<file path="config.mk">
export PLATFORM = sky130hd
export DESIGN_NAME = sha1_check
export DESIGN_NICKNAME = d
export VERILOG_FILES = /design/src/rtl/sha1_check.sv
export SDC_FILE = /design/constraint.sdc
export NUM_CORES = 2
export LEC_CHECK = 0
export ABC_AREA = 1
export BUFFER_PORTS_ARGS = -buffer_cell sky130_fd_sc_hd__buf_2
export CORE_MARGIN = 1
export CORE_UTILIZATION = 44
export DETAILED_ROUTE_END_ITERATION = 10
export SLEW_MARGIN = 20
export SYNTH_ARGS = -nofsm -noshare
export SYNTH_HDL_FRONTEND = slang
export SYNTH_SLANG_ARGS = --single-unit
</file>
<file path="constraint.sdc">
create_clock -name clk -period 9.9 [get_ports clk]
set_input_delay 0.99 -clock clk [delete_from_list [all_inputs] [get_ports clk]]
set_output_delay 0.99 -clock clk [all_outputs]
set_load 0.1 [all_outputs]
</file>
<file path="src/rtl/sha1_check.sv">
// sha1_check: sequential SHA-1 digest verifier.
// Recomputes SHA-1 of a 32-bit message one round per cycle and compares it to a streamed digest.
module sha1_check (
  input  logic         clk,
  input  logic         rst,
  input  logic         clear_i,
  input  logic [31:0]  msg_i,
  input  logic         msg_valid_i,
  output logic         msg_ready_o,
  input  logic [31:0]  dig_i,
  input  logic         dig_valid_i,
  output logic         dig_ready_o,
  output logic         busy_o,
  output logic         done_o,
  output logic         match_o,
  output logic [159:0] digest_o
);

  typedef enum logic [1:0] {
    S_IDLE,
    S_COLLECT,
    S_ROUND,
    S_FIN
  } state_t;

  localparam logic [31:0] H0 = 32'h67452301;
  localparam logic [31:0] H1 = 32'hEFCDAB89;
  localparam logic [31:0] H2 = 32'h98BADCFE;
  localparam logic [31:0] H3 = 32'h10325476;
  localparam logic [31:0] H4 = 32'hC3D2E1F0;

  state_t        r_state;
  state_t        w_next;
  logic [31:0]   r_msg;
  logic [2:0]    r_cnt;
  logic [159:0]  r_slot;
  logic [6:0]    r_t;
  logic [31:0]   r_a, r_b, r_c, r_d, r_e;
  logic [31:0]   r_w [16];
  logic [159:0]  r_digest;
  logic          r_match;
  logic          r_done;

  logic          w_msg_xfer;
  logic          w_dig_xfer;
  logic [31:0]   w_x;
  logic [31:0]   w_fresh;
  logic [31:0]   w_wt;
  logic [31:0]   w_f;
  logic [31:0]   w_k;
  logic [31:0]   w_tmp;
  logic [159:0]  w_sum;

  // Readies come from registered state; clear/reset force them low.
  assign msg_ready_o = (r_state == S_IDLE) & ~rst & ~clear_i;
  assign dig_ready_o = (r_state == S_COLLECT) & ~rst & ~clear_i;
  assign busy_o      = ((r_state == S_COLLECT) | (r_state == S_ROUND)) & ~rst;
  assign done_o      = r_done & ~rst;
  assign match_o     = r_match & ~rst;
  assign digest_o    = rst ? 160'd0 : r_digest;

  assign w_msg_xfer = msg_valid_i & msg_ready_o;
  assign w_dig_xfer = dig_valid_i & dig_ready_o;

  // Window holds W[t..t+15] while t<16 (rotated), then W[t-16..t-1].
  assign w_x     = r_w[13] ^ r_w[8] ^ r_w[2] ^ r_w[0];
  assign w_fresh = {w_x[30:0], w_x[31]};
  assign w_wt    = (r_t < 7'd16) ? r_w[0] : w_fresh;

  assign w_sum = {H0 + r_a, H1 + r_b, H2 + r_c, H3 + r_d, H4 + r_e};

  // Round function and constant selected by round index.
  always_comb begin
    w_f = r_b ^ r_c ^ r_d;
    w_k = 32'hCA62C1D6;
    if (r_t < 7'd20) begin
      w_f = (r_b & r_c) | (~r_b & r_d);
      w_k = 32'h5A827999;
    end else if (r_t < 7'd40) begin
      w_k = 32'h6ED9EBA1;
    end else if (r_t < 7'd60) begin
      w_f = (r_b & r_c) | (r_b & r_d) | (r_c & r_d);
      w_k = 32'h8F1BBCDC;
    end
  end

  assign w_tmp = {r_a[26:0], r_a[31:27]} + w_f + r_e + w_k + w_wt;

  // Next-state decode; clear outranks everything.
  always_comb begin
    w_next = r_state;
    case (r_state)
      S_IDLE:    if (w_msg_xfer) w_next = S_COLLECT;
      S_COLLECT: if (w_dig_xfer && r_cnt == 3'd4) w_next = S_ROUND;
      S_ROUND:   if (r_t == 7'd79) w_next = S_FIN;
      S_FIN:     w_next = S_IDLE;
      default:   w_next = S_IDLE;
    endcase
    if (clear_i) w_next = S_IDLE;
  end

  // State register.
  always_ff @(posedge clk) begin
    if (rst) r_state <= S_IDLE;
    else     r_state <= w_next;
  end

  // Datapath: capture, digest collection, rounds and final compare.
  always_ff @(posedge clk) begin
    if (rst) begin
      r_msg    <= '0;
      r_cnt    <= '0;
      r_slot   <= '0;
      r_t      <= '0;
      r_a      <= '0;
      r_b      <= '0;
      r_c      <= '0;
      r_d      <= '0;
      r_e      <= '0;
      r_digest <= '0;
      r_match  <= 1'b0;
      r_done   <= 1'b0;
      for (int i = 0; i < 16; i++) r_w[i] <= '0;
    end else if (clear_i) begin
      r_cnt   <= '0;
      r_t     <= '0;
      r_match <= 1'b0;
      r_done  <= 1'b0;
    end else begin
      r_done <= 1'b0;
      case (r_state)
        S_IDLE: begin
          if (w_msg_xfer) begin
            r_msg    <= msg_i;
            r_match  <= 1'b0;
            r_digest <= '0;
            r_cnt    <= '0;
          end
        end
        S_COLLECT: begin
          if (w_dig_xfer) begin
            r_slot <= {r_slot[127:0], dig_i};
            r_cnt  <= r_cnt + 3'd1;
            if (r_cnt == 3'd4) begin
              r_t <= '0;
              r_a <= H0;
              r_b <= H1;
              r_c <= H2;
              r_d <= H3;
              r_e <= H4;
              r_w[0] <= r_msg;
              r_w[1] <= 32'h80000000;
              for (int i = 2; i < 15; i++) r_w[i] <= '0;
              r_w[15] <= 32'h00000020;
            end
          end
        end
        S_ROUND: begin
          r_e <= r_d;
          r_d <= r_c;
          r_c <= {r_b[1:0], r_b[31:2]};
          r_b <= r_a;
          r_a <= w_tmp;
          r_t <= r_t + 7'd1;
          for (int i = 0; i < 15; i++) r_w[i] <= r_w[i+1];
          r_w[15] <= (r_t < 7'd16) ? r_w[0] : w_fresh;
        end
        S_FIN: begin
          r_digest <= w_sum;
          r_match  <= (w_sum == r_slot);
          r_done   <= 1'b1;
          r_cnt    <= '0;
        end
        default: ;
      endcase
    end
  end

endmodule

</file>
==> results.sh <==
export IMPL_clkSinkCount=1038
export IMPL_grt_pass1_vias=42300
export IMPL_synth_ff_type="dfxtp_1"
export IMPL_power_sequential_fraction_pct=47.6
export IMPL_worst_reg2reg_path_startpoint="r_t[4]"
export IMPL_share_comb_of_total_power_pct=7.9
export IMPL_drt_iter0_drc=4426
export IMPL_antenna_found_initial=6
export IMPL_leakagePower_nw=25.0
export IMPL_grt_first_pass_wirelength_um=283000
export IMPL_number_of_distinct_library_cell_variants_in_the_gate_level_netlist_after_synthesis=63
export IMPL_numPortBuffers=233
export IMPL_die_x_um=352
export IMPL_clock_insertion_delay_at_the_later_pin_of_the_skew_report_ns=0.75
export IMPL_nFillCells=11900
export IMPL_cp_class="reg2reg"
export IMPL_numPlacedInstances=8311
export IMPL_drv_slew=0
export IMPL_ys_async_sr_fraction_pct=0
export IMPL_critical_path_required_ns=10.49
export IMPL_h_tree_depth=3
export IMPL_run_status="completed"
export IMPL_power_per_cell_area_nw_per_um2=163
export IMPL_die_height_um=352
export IMPL_cts_setup_buffers=0
export IMPL_period_share_pct=65.0
export IMPL_fin_nets=7040
export IMPL_area_of_the_die_um2=124000
export IMPL_synthesis_nets=6917
export IMPL_netSwitchingFraction_pct=25.4
export IMPL_remaining_antenna_violation_count=0
export IMPL_cts_max_path_buffers=3
export IMPL_postCtsHoldBufs=0
export IMPL_worst_setup_path_endpoint="r_a[31]"
export IMPL_drive_above_1_share_pct=9.21
export IMPL_fin_worst_skew_ns=0.0291
export IMPL_synth_enable_flop_cells=512
export IMPL_drt_vias_per_instance=5.30
export IMPL_critPathMaxFanout=20
export IMPL_yosys_register_bits=1038
export IMPL_critPathArrivalTime_ns=7.02
export IMPL_yosysSeqAreaShare_pct=48.0
export IMPL_power_share_clock_pct=44.5
export IMPL_placementRows=128
export IMPL_cts_inserted_buffers=113
export IMPL_synthTopCellsByArea="edfxtp_1 (29%), dfxtp_1 (20%), nand2_1 (8.6%)"
export IMPL_layout_commonest_cell="nand2_1"
export IMPL_critical_path_reg2reg_endpoint="r_a[31]"
export IMPL_ioPinCount=234
export IMPL_mostFrequentLayoutCells="nand2_1 (1228), inv_1 (1194), nor2_1 (935)"
export IMPL_path_clk_slew_ns=0.06
export IMPL_fin_cells=8525
export IMPL_tritoncts="yes"
export IMPL_rsz0062_at_grt="no"
export IMPL_setup_tns_final_ns=0
export IMPL_library_cell_occupying_the_most_area_in_the_post_synthesis_netlist="edfxtp_1"
export IMPL_timing_final_hold_violations=0
export IMPL_detail_route_wirelength_um=193000
export IMPL_endpoint_kind="flop"
export IMPL_worst_r2r_setup_slack_ns=3.47
export IMPL_post_synth_cell_area_avg_um2=8.08
export IMPL_switching_power_mw=2.50
export IMPL_yosys_warnings=0
export IMPL_timing_reg2reg_worst_path_depth=25
export IMPL_dr_pass1_iters=6
export IMPL_hold_path_class="reg2reg"
export IMPL_power_total_mw=9.86
export IMPL_grt_overflow=0
export IMPL_dp_hpwl_um=145000
export IMPL_setup_viol=0
export IMPL_finalWorstSetupSlack_ns=3.47
export IMPL_timing_critical_path_from="r_t[4]"
export IMPL_relSlewSlack_pct=14.1
export IMPL_dr_total_vias=45200
export IMPL_maxCapViolCount=0
export IMPL_grt_start_max_net_pins=150
export IMPL_clockRootBuffer="clkbuf_16"
export IMPL_mappedNetlistArea_um2=53900
export IMPL_initial_utilization_pct=44.3
export IMPL_timing_worst_slew_pin_value_ns=1.28
export IMPL_wire_per_inst_um=22.6
export IMPL_worst_ir_drop_vdd_mv=0.156
export IMPL_postSynthCellCount=6678
export IMPL_netlist_area_leader_share_pct=28.5
export IMPL_worstSetupStartpointType="flop"
export IMPL_route_detailed_drc=0
export IMPL_core_area_um2=122000
export IMPL_combined_global_route_utilization_of_all_metal_layers_pct=30.7
export IMPL_cts_resized_gates=0
export IMPL_max_freq_mhz=155
export IMPL_place_ws_ns=3.57
export IMPL_area_growth_synth_to_final_pct=11.9
export IMPL_finalWeightedCongestion=1.02
export IMPL_timing_final_crit_period_ns=6.43
export IMPL_timing_hold_ws_ns=0.452
export IMPL_internal_power_mw=7.36
-- worst min path at each step --
stage	start	end	slack, ns	depth (start not counted)
after floorplan	r_msg[0]	r_msg[0]	0.42	2
after global placement	r_msg[31]	r_msg[31]	0.44	2
after detailed placement	r_msg[31]	r_msg[31]	0.45	2
after CTS	r_msg[31]	r_msg[31]	0.46	2
after global routing	r_msg[0]	r_msg[0]	0.47	2
final	r_msg[0]	r_msg[0]	0.45	2
-- Yosys cell counts (7+ instances only) --
library cell and n:
nand3_2 7, nor2_2 13, o221ai_1 11, o21ai_0 410
a221oi_1 31, a31oi_1 10, nor3_1 35, xnor2_1 105
inv_1 1194, xor2_1 87, a211oi_1 9, a32o_1 22
edfxtp_1 512, nor2_1 936, buf_1 19, or2_2 11
a221oi_2 37, inv_2 35, a22o_1 17, fa_1 120
o211ai_1 32, xnor3_1 7, a21oi_1 371, nand2_2 27
buf_2 40, ha_1 50, dfxtp_1 526, buf_4 14
nand4_1 48, nand3b_1 9, nand2_1 1234, nand3_1 414
o21ai_1 8, clkbuf_1 198
-- per-layer routing --
layer  wire, um  part of all wire [%]  track usage (%)
met1      83100                    43             41.4
met2      86300                    45             47.8
met3      12100                   6.3             4.26
met4      11400                   5.9             16.5
met5         61                 0.032                0
-- power by group through the flow --
| stage | logic, mW | clock network, mW | registers, mW |
|---|---|---|---|
| after global routing | 0.849 | 4.62 | 4.70 |
| after floorplan | 0.494 | 0 | 4.77 |
| after detailed placement | 0.772 | 0 | 4.79 |
| after CTS | 0.777 | 4.45 | 4.69 |
| final | 0.782 | 4.38 | 4.69 |
| after global placement | 0.771 | 0 | 4.78 |
-- registers in the layout, summed over array words and instances, names as in the netlist --
| name | flops |
|---|---|
| r_b | 32 |
| r_match | 1 |
| r_cnt | 3 |
| r_e | 32 |
| r_slot | 160 |
| r_state | 2 |
| r_a | 32 |
| r_d | 32 |
| r_w | 512 |
| r_digest | 160 |
| r_t | 7 |
| r_done | 1 |
| r_c | 32 |
| r_msg | 32 |
-- per-stage QoR --
stage | area [um^2] | utilization (%)
finish | 60300 | 49.6
global route | 60300 | 49.6
detailed placement | 56500 | 46.4
CTS | 60300 | 49.6
floorplan | 53900 | -
global placement | 56500 | 46.4
-- final cells by class --
cell class / instances / area (um^2) / area share (%)
Multi-Input combinational cell: 4127 / 22300 / 36.9
Antenna cell: 2 / 5.00 / 0.00830
Tap cell: 1625 / 2030 / 3.37
Clock inverter: 55 / 586 / 0.971
Timing Repair Buffer: 286 / 1610 / 2.67
Inverter: 1235 / 4660 / 7.72
Clock buffer: 157 / 3270 / 5.42
Sequential cell: 1038 / 25900 / 42.9
-- critical path, stage by stage (launching register included) --
cell      delay, ns
dfxtp_1        0.38
nand2_1        0.11
o21ai_1        0.36
inv_1          0.26
nand2_2        0.43
inv_1          0.55
a221oi_1       0.55
fa_1           0.49
fa_1           0.47
inv_1          0.07
ha_1           0.15
inv_1          0.06
fa_1           0.40
inv_1          0.07
nand2_1        0.07
nand2_1        0.08
a21oi_1        0.09
o21ai_0        0.28
a21boi_1       0.19
o21ai_0        0.38
nand2_1        0.10
o211ai_1       0.25
a21oi_1        0.14
or2_0          0.22
nand3_1        0.07
a21oi_1        0.07
-- cells by family after synthesis --
logic type | share of synthesized area [%]
AND/OR/NAND/NOR | 21.2
buffers and inverters | 10.8
flip-flops | 48.0
AO/OA/AOI/OAI | 10.9
XOR/XNOR | 3.47
adder cells (fa/ha/maj) | 5.61
Note: power is estimated with default switching activity, not from simulation.
